===== config.mk =====
export PLATFORM = sky130hd
export DESIGN_NAME = div_core_mc
export DESIGN_NICKNAME = d
export VERILOG_FILES = /design/src/rtl/div_pkg.sv /design/src/rtl/div_chan.sv /design/src/rtl/div_core_mc.sv
export SDC_FILE = /design/constraint.sdc
export NUM_CORES = 1
export LEC_CHECK = 0
export ABC_AREA = 1
export CELL_PAD_IN_SITES_DETAIL_PLACEMENT = 0
export CELL_PAD_IN_SITES_GLOBAL_PLACEMENT = 1
export CORE_MARGIN = 1
export CORE_UTILIZATION = 44
export CTS_CLUSTER_DIAMETER = 80
export DETAILED_ROUTE_END_ITERATION = 10
export PLACE_DENSITY = 0.9
export SLEW_MARGIN = 20
export SYNTH_ARGS = -nofsm -noshare
export SYNTH_HDL_FRONTEND = slang
export SYNTH_SLANG_ARGS = --single-unit
export TNS_END_PERCENT = 50

===== constraint.sdc =====
create_clock -name clk_i -period 3.7 [get_ports clk_i]
set_input_delay 0.37 -clock clk_i [delete_from_list [all_inputs] [get_ports clk_i]]
set_output_delay 0.37 -clock clk_i [all_outputs]
set_load 0.02 [all_outputs]

===== src/rtl/div_pkg.sv =====
// Shared constants and helpers for the multi-channel programmable clock divider.
package div_pkg;

   localparam int CH_NUM_DEF  = 4;
   localparam int SRC_NUM_DEF = 3;
   localparam int DIV_W_DEF   = 8;
   localparam int SEL_W_DEF   = 2;

   localparam logic MODE_SQUARE = 1'b0;
   localparam logic MODE_PULSE  = 1'b1;

   // Square mode stays high for the first (act+1)/2 counts, so odd periods lean high.
   function automatic logic [31:0] sq_high_thr(input logic [31:0] act);
      return (act + 32'd1) >> 1;
   endfunction

endpackage


===== src/rtl/div_chan.sv =====
// One divider channel: source select, shadow capture, boundary-synchronous
// divisor update, period counter and registered output.
module div_chan
   import div_pkg::*;
#(
   parameter int SRC_NUM = SRC_NUM_DEF,
   parameter int DIV_W   = DIV_W_DEF,
   parameter int SEL_W   = SEL_W_DEF
) (
   input  logic                       clk_i,
   input  logic                       rst_n,
   input  logic [SRC_NUM*DIV_W-1:0]   src_data,
   input  logic [SRC_NUM-1:0]         src_done,
   input  logic [SEL_W-1:0]           sel,
   input  logic                       mode,
   input  logic                       en,
   output logic                       div_en,
   output logic                       div_clk
);

   // Sources have no back-pressure: src_done is a one-cycle valid strobe for its
   // data slice, always accepted when this channel is enabled and selects it.
   logic [DIV_W-1:0] act, pend, cnt;
   logic             pv;

   logic [DIV_W-1:0] act_n, pend_n, cnt_n, cap_data;
   logic             pv_n, cap_hit, running, boundary, run_n, clk_n;

   always_comb begin
      cap_hit  = 1'b0;
      cap_data = '0;
      for (int s = 0; s < SRC_NUM; s++) begin
         if (sel == SEL_W'(s)) begin
            cap_hit  = src_done[s];
            cap_data = src_data[s*DIV_W +: DIV_W];
         end
      end

      running  = (act >= DIV_W'(2));
      boundary = running && (cnt == act - DIV_W'(1));

      act_n  = act;
      pend_n = pend;
      pv_n   = pv;
      cnt_n  = cnt;

      if (!en) begin
         act_n  = '0;
         pend_n = '0;
         pv_n   = 1'b0;
         cnt_n  = '0;
      end else begin
         if (running && !boundary) begin
            cnt_n = cnt + DIV_W'(1);
         end else begin
            // End of a period, or idle: the shadow divisor takes over here only.
            cnt_n = '0;
            if (pv) begin
               act_n = pend;
               pv_n  = 1'b0;
            end
         end
         if (cap_hit) begin
            pend_n = cap_data;
            pv_n   = 1'b1;
         end
      end

      run_n = (act_n >= DIV_W'(2));
      clk_n = 1'b0;
      if (run_n) begin
         if (mode == MODE_PULSE) begin
            clk_n = (cnt_n == '0);
         end else begin
            clk_n = (32'(cnt_n) < sq_high_thr(32'(act_n)));
         end
      end
   end

   always_ff @(posedge clk_i or negedge rst_n) begin
      if (!rst_n) begin
         act     <= '0;
         pend    <= '0;
         pv      <= 1'b0;
         cnt     <= '0;
         div_en  <= 1'b0;
         div_clk <= 1'b0;
      end else begin
         act     <= act_n;
         pend    <= pend_n;
         pv      <= pv_n;
         cnt     <= cnt_n;
         div_en  <= run_n;
         div_clk <= clk_n;
      end
   end

endmodule


===== src/rtl/div_core_mc.sv =====
// Multi-channel programmable clock divider: one independent div_chan per output,
// each fed the full source bus and its own select/mode/enable slice.
module div_core_mc
   import div_pkg::*;
#(
   parameter int CH_NUM  = CH_NUM_DEF,
   parameter int SRC_NUM = SRC_NUM_DEF,
   parameter int DIV_W   = DIV_W_DEF,
   parameter int SEL_W   = SEL_W_DEF
) (
   input  logic                       clk_i,
   input  logic                       rst_n,
   input  logic [SRC_NUM*DIV_W-1:0]   src_data_i,
   input  logic [SRC_NUM-1:0]         src_done_i,
   input  logic [CH_NUM*SEL_W-1:0]    ch_sel_i,
   input  logic [CH_NUM-1:0]          ch_mode_i,
   input  logic [CH_NUM-1:0]          ch_en_i,
   output logic [CH_NUM-1:0]          div_en_o,
   output logic [CH_NUM-1:0]          div_clk_o
);

   for (genvar k = 0; k < CH_NUM; k++) begin : g_ch
      div_chan #(
         .SRC_NUM (SRC_NUM),
         .DIV_W   (DIV_W),
         .SEL_W   (SEL_W)
      ) u_chan (
         .clk_i    (clk_i),
         .rst_n    (rst_n),
         .src_data (src_data_i),
         .src_done (src_done_i),
         .sel      (ch_sel_i[k*SEL_W +: SEL_W]),
         .mode     (ch_mode_i[k]),
         .en       (ch_en_i[k]),
         .div_en   (div_en_o[k]),
         .div_clk  (div_clk_o[k])
      );
   end

endmodule


==> Yosys cells after proc, flatten, opt, wreduce, memory -nomap -nowiden <==
Cells that the tools add are included.
{ "word_totals": {"regBits": 108, "in_bits": 45} }
{ "op_classes": {"n_addsub": 12, "order_cmp": 12, "eq_ne": 20, "n_mux": 72, "reduce_logical": 20} }
{ "op_table": {"columns": ["cell", "n"], "rows": [
  ["$mux W8", 40],
  ["$lt A8 B31 Y1", 4],
  ["$ge A8 B2 Y1 const B", 8],
  ["$add A8 B1 Y9 const B", 4],
  ["$add A8 B1 Y8 const B", 4],
  ["$eq A8 B8 Y1", 4],
  ["$logic_not A8 Y1", 4],
  ["$mux W1", 32],
  ["$sub A8 B1 Y8 const B", 4],
  ["$ne A3 B2 Y1 const B", 4],
  ["$eq A2 B1 Y1 const B", 4],
  ["$eq A2 B2 Y1 const B", 4],
  ["$logic_and A1 B1 Y1", 8],
  ["$logic_not A2 Y1", 4],
  ["$ne A2 B1 Y1 const B", 4],
  ["$logic_not A1 Y1", 4]
]} }

==> Depth between registers and ports, before layout <==
{ "depth": {"depth_word": 11, "depth_mapped": 30} }

==> Cells and area by module <==
A second synthesis with hierarchy kept.
{ "hier_totals": {"cells_unflattened": 1206, "area_unflattened_um2": 8563.2} }
{ "modules_own_cells": {"columns": ["module", "instances", "cells_each", "area_per_inst_um2", "seq_area_each_um2"], "rows": [
  ["div_chan (g_ch[0].u_chan ...)", 3, 300, 2139.6, 675.6],
  ["div_chan (g_ch[1].u_chan)", 1, 306, 2144.6, 675.6]
]} }

==> Worst setup path before layout <==
Ideal clock, no wire load.
{ "synth_path": {"path_kind": "register -> register", "from": "register g_ch[0].u_chan.act[0]", "to": "register g_ch[0].u_chan.div_clk", "setup_ns": 0.077, "arrival_time_ns": 3.062, "required_time_ns": 3.623, "slack_ns": 0.561, "stages_incl_launch_ff": 28, "n_path_buf": 0, "period_less_slack_ns": 3.139, "path_cell_list": "dfrtp_1 > inv_1 > ha_1 > inv_1 > nand2_1 > nand3_1 > nand2_1 > nand2_1 > nor2_1 > nand2_1 > nor2_2 > nand2_2 > nand2_4 > nand2_4 > clkinv_4 > nor2_2 > nor3_4 > ha_1 > nand3_1 > xor2_1 > ha_1 > nand2_1 > nor2_1 > a211oi_1 > nand2_1 > nand2_1 > nand2_1 > a21oi_1"} }
{ "synth_via": {"elab_chain_len": 11} }
{ "synth_rtl": {"columns": ["element", "line_no", "source"], "rows": [
  ["from (decl)", "div_chan.sv:23", "logic [DIV_W-1:0] act, pend, cnt;"],
  ["from (signal assigned)", "div_chan.sv:89", "act <= act_n;"],
  ["$sub A8 B1 Y8", "div_chan.sv:40", "boundary = running && (cnt == act - DIV_W'(1));"],
  ["$eq A8 B8 Y1", "div_chan.sv:40", null],
  ["$logic_and A1 B1 Y1", "div_chan.sv:40", null],
  ["$logic_not A1 Y1", "div_chan.sv:53", "if (running && !boundary) begin"],
  ["$logic_and A1 B1 Y1", "div_chan.sv:53", null],
  ["$mux W8 (*)", "div_chan.sv:53", null],
  ["$mux W8 (*)", "div_chan.sv:47", "if (!en) begin"],
  ["net g_ch[0].u_chan.act_n[0]", "div_chan.sv:26", "logic [DIV_W-1:0] act_n, pend_n, cnt_n, cap_data;"],
  ["$add A8 B1 Y9", "div_pkg.sv:14", "return (act + 32'd1) >> 1;"],
  ["$lt A8 B31 Y1", "div_chan.sv:75", "clk_n = (32'(cnt_n) < sq_high_thr(32'(act_n)));"],
  ["$mux W1", "div_chan.sv:72", "if (mode == MODE_PULSE) begin"],
  ["$mux W1 (*)", "div_chan.sv:71", "if (run_n) begin"],
  ["net g_ch[0].u_chan.clk_n", "div_chan.sv:27", "logic pv_n, cap_hit, running, boundary, run_n, clk_n;"],
  ["to (signal assigned)", "div_chan.sv:94", "div_clk <= clk_n;"],
  ["to (decl)", "div_chan.sv:18", "output logic div_clk"]
]} }
The timed path passes the listed nets; every way through them passes the cells marked *.
A chain may end at the register's enable or synchronous reset.

==> Final worst setup path <==
{ "layout_path": {"from": "register g_ch[2].u_chan.act[0]", "to": "register g_ch[2].u_chan.div_clk"} }
{ "layout_via": {"elab_chain_len": 11} }
{ "layout_rtl": {"columns": ["element", "line_no"], "rows": [
  ["from (decl)", "div_chan.sv:23"],
  ["from (signal assigned)", "div_chan.sv:89"],
  ["$sub A8 B1 Y8", "div_chan.sv:40"],
  ["$eq A8 B8 Y1", "div_chan.sv:40"],
  ["$logic_and A1 B1 Y1", "div_chan.sv:40"],
  ["$logic_not A1 Y1", "div_chan.sv:53"],
  ["$logic_and A1 B1 Y1", "div_chan.sv:53"],
  ["$mux W8 (*)", "div_chan.sv:53"],
  ["$mux W8 (*)", "div_chan.sv:47"],
  ["net g_ch[2].u_chan.act_n[0]", "div_chan.sv:26"],
  ["$add A8 B1 Y9", "div_pkg.sv:14"],
  ["$lt A8 B31 Y1", "div_chan.sv:75"],
  ["$mux W1", "div_chan.sv:72"],
  ["$mux W1 (*)", "div_chan.sv:71"],
  ["net g_ch[2].u_chan.clk_n", "div_chan.sv:27"],
  ["to (signal assigned)", "div_chan.sv:94"],
  ["to (decl)", "div_chan.sv:18"]
]} }
Marks and branches as above.

==> qor_table.md <==
| Parameter | This run | Unit |
| --- | --- | --- |
| Synth Area in Compound Gates | 11.7 | % |
| Multiplexer area fraction after synthesis | 0 | % |
| Final Util | 53.2 | % |
| Clock sinks | 108 | - |
| Async SR Flop Fraction | 100 | % |
| Area share of and/or/nand/nor cells after synthesis | 30.4 | % |
| Synth top area cells | sky130_fd_sc_hd__dfrtp_1 (34%), sky130_fd_sc_hd__nand2_1 (14%), sky130_fd_sc_hd__inv_1 (9.3%), sky130_fd_sc_hd__ha_1 (7.5%), sky130_fd_sc_hd__nor2_1 (6.6%) | - |
| Number of buffers created by CTS | 9 | - |
| Top Family by Delay on Critical Path | simple AND/OR/NAND/NOR gates | - |
| Sum of net half-perimeters after detailed placement | 16,100 | um |
| Average wire length per cell after detail routing | 14.1 | um |
| Number of remaining DRC errors | 0 | - |
| Initial antenna violation count | 0 | - |
| Skew-Pair Late Insertion Delay | 0.36 | ns |
| Post-synthesis area per instance | 6.95 | sq um |
| Flop2flop setup slack | 0.17 | ns |
| Hold buffer count at CTS | 0 | - |
| Minimum clock period after layout | 3.53 | ns |
| Power density cells | 699 | nW/um^2 |
| Final setup violation count | 0 | - |
| First-pass GRT wire length | 32,800 | um |
| Total nets after synthesis | 1,249 | - |
| Worst EP required | 4.00 | ns |
| Setup repair after global routing missed its margin | yes | - |
| Worst setup path start | g_ch[2].u_chan.act[0] | - |
| Worst-path maximum fanout | 7 | - |
| Crit-path slowest cell | sky130_fd_sc_hd__dfrtp_1 | - |
| Number of pins with negative max-slew slack in the final report | 0 | - |
| Worst reg2reg path depth | 24 | - |
| Pin count of the biggest net entering global routing | 65 | - |
| Relative slew margins | 42.9 | % |
| Min-delay worst type | input pin to asynchronous set/reset pin | - |
| Synthesis warning total | 0 | - |
| Outcome | completed | - |
| Most frequent cell after synthesis | sky130_fd_sc_hd__nand2_1 | - |
| Critical Path Start Type | flop | - |
| Dominant combinational cell family by area after synthesis | simple AND/OR/NAND/NOR gates | - |
| Cell depth of the worst setup path | 24 | - |
| Clk root buf | sky130_fd_sc_hd__clkbuf_16 | - |
| Count of flip-flops with a built-in enable after synthesis | 0 | - |
| Die span in x | 137 | um |
| Clock buffer depth | 2 | - |
| Top-level port count | 53 | - |
| Vertical die dimension | 137 | um |
| Critical Path, Cell by Cell | inv_2 -> ha_4 -> nand2_2 -> nor2_4 -> nand2_1 -> xor2_1 -> nor2_1 -> nand3_2 -> nand2_4 -> nand2_4 -> inv_4 -> nor2_2 -> nor3_4 -> ha_2 -> nand4_1 -> xor2_1 -> ha_1 -> nand2_2 -> nor2_2 -> a211oi_2 -> nand2_1 -> nand2_1 -> nand2_1 -> a21oi_2 | - |
| Critical path type | flop to flop | - |
| Standard cell core area | 17,900 | sq um |
| Crit path buf inv count | 2 | - |
| Antenna violation net count after detailed routing | 0 | - |
| Area leader, netlist | sky130_fd_sc_hd__dfrtp_1 | - |
| Fmax | 283 | MHz |
| CTS tree | done | - |
| Fraction of final layout cells with drive strength greater than 1 | 12.6 | % |
| Slew @ Worst Pin | 0.857 | ns |
| Register area share after synthesis | 33.6 | % |
| Part of the cycle the worst path needs | 95.5 | % |
| IR Drop Worst-Case VDD | 0.347 | mV |
| Routability-driven placement congestion ratio | 0.890 | - |
| I/O Buffers | 52 | - |
| Leading register cell type out of synthesis | sky130_fd_sc_hd__dfrtp_1 | - |
| Netlist Area Pre-Place | 8040 | sq um |
| RR Startpoint | g_ch[2].u_chan.act[0] | - |
| Flip-flop and latch count after synthesis | 108 | - |
| Arrival time worst endpoint | 3.83 | ns |
| Gate count of the mapped netlist | 1,156 | - |
| Detailed router's first-iteration violation count | 429 | - |
| Xor and xnor fraction of the mapped netlist area | 5.34 | % |
| Synth-to-layout area growth | 18.5 | % |
| Layout fillers | 1,752 | - |
| Sort of element at the end of the critical path | flop | - |
| Drt pass-1 iters | 4 | - |
| Diode insertion count for antenna repair | 0 | - |
| Dominant cell type by count on the critical path | sky130_fd_sc_hd__nand2_1 | - |
| Standby leakage power | 5.00 | nW |
| Synth cell types | 41 | - |
| Max-Cap Viols | 0 | - |
| Clock tree skew after final layout | 0.0110 | ns |
| Std-Cell Rows | 49 | - |
| Share of the synthesized area in the top cell type | 33.6 | % |
| Clock Pin Slew Worst Setup and Hold Paths | 0.08 | ns |
| Via count of the routed design | 7,462 | - |
| Leading post-synthesis cells by instance count | sky130_fd_sc_hd__nand2_1 (305), sky130_fd_sc_hd__inv_1 (199), sky130_fd_sc_hd__nor2_1 (142) | - |
| H-tree depth reported by CTS | 3 | - |
| Overall die area | 18,800 | sq um |
| Total negative slack for setup checks | 0 | ns |
| Initial Utilization | 44.9 | % |
| Overall overflow remaining after global route | 0 | - |
| Overall routed net length | 20,800 | um |
| Hold violation total from the final report | 0 | - |
| Worst path max stage delay | 0.42 | ns |
| Number of global-route vias before repair | 6,752 | - |
| Via-per-instance ratio | 5.06 | - |
| GRT Util Overall | 22.4 | % |
| Nets@finish | 1,334 | - |
| Area share of fa/ha/maj cells after synthesis | 7.47 | % |
-- report_power, final --
part           switching, mW  internal [mW]
Clock                  0.468          0.483
Combinational           2.47           1.57
Sequential             0.235           1.43
-- cell families (layout without fill, tap and decap cells) --
family,count (synthesis),in the layout
xor+xnor,49,49
flops,108,108
compound gates,146,146
simple gates,573,573
fa+ha+maj,48,48
buf+inv,232,322
-- repair_timing --
item | CTS | global route
buffers inserted | 0 | 33
resized for setup | 0 | 65
setup endpoints to repair | 0 | 4
-- stage by stage --
step	instances	total power, mW	cell area, sq um	hold slack [ns]	worst slack, ns
final	1475	6.66	9530	0.0935	0.167
after global routing	1475	7.34	9530	0.195	-0.123
after floorplan	1156	4.45	8040	0.0744	0.561
after CTS	1442	6.22	9070	0.152	0.0602
after global placement	1426	5.24	8790	0.505	0.130
after detailed placement	1426	5.25	8790	0.510	0.0820
-- sequential cells by signal, indices dropped and copies added (netlist names) --
name / flops
g_ch.u_chan.div_en: 4
g_ch.u_chan.div_clk: 4
g_ch.u_chan.pend: 32
g_ch.u_chan.act: 32
g_ch.u_chan.cnt: 32
g_ch.u_chan.pv: 4
-- routing by layer --
metal / track usage [%] / vias up / part of all wire, %
li1: - / 3846 / -
met1: 29.3 / 3430 / 45
met2: 38.6 / 156 / 50
met3: 2.44 / 30 / 2.9
met4: 6.90 / 0 / 1.9
met5: 0 / - / 0
-- final cells by class --
class	count	area (sq um)	share of cell area, %
well taps	229	287	3.01
inverters	214	818	8.59
clock inverters	6	47.5	0.499
clock buffers	10	239	2.51
repair buffers	92	826	8.67
multi-input cells	816	4600	48.3
flip-flops and latches	108	2710	28.4
-- layout by cell type (no fill, tap or decap), types with 22 or more instances in the layout --
cell type / synthesis / routed
sky130_fd_sc_hd__xor2_1: 36 / 36
sky130_fd_sc_hd__inv_1: 199 / 191
sky130_fd_sc_hd__o22ai_1: 31 / 31
sky130_fd_sc_hd__buf_4: 8 / 39
sky130_fd_sc_hd__nand2_1: 305 / 295
sky130_fd_sc_hd__nor2_2: 14 / 22
sky130_fd_sc_hd__dfrtp_1: 108 / 105
sky130_fd_sc_hd__a21oi_1: 29 / 27
sky130_fd_sc_hd__nor2_1: 142 / 132
sky130_fd_sc_hd__nand3_1: 63 / 56
sky130_fd_sc_hd__ha_1: 48 / 42
sky130_fd_sc_hd__clkdlybuf4s50_1: 0 / 51
sky130_fd_sc_hd__o21ai_0: 37 / 36
-- final timing paths --
kind,end
worst max-delay path,g_ch[2].u_chan.div_clk
worst min-delay path,g_ch[3].u_chan.cnt[2]
worst max register to register,g_ch[2].u_chan.div_clk
worst min register to register,g_ch[1].u_chan.pend[0]
max in group asynchronous,g_ch[2].u_chan.act[1]
min in group clk_i,g_ch[1].u_chan.pend[0]
Note: power is estimated with default switching activity, not from simulation.
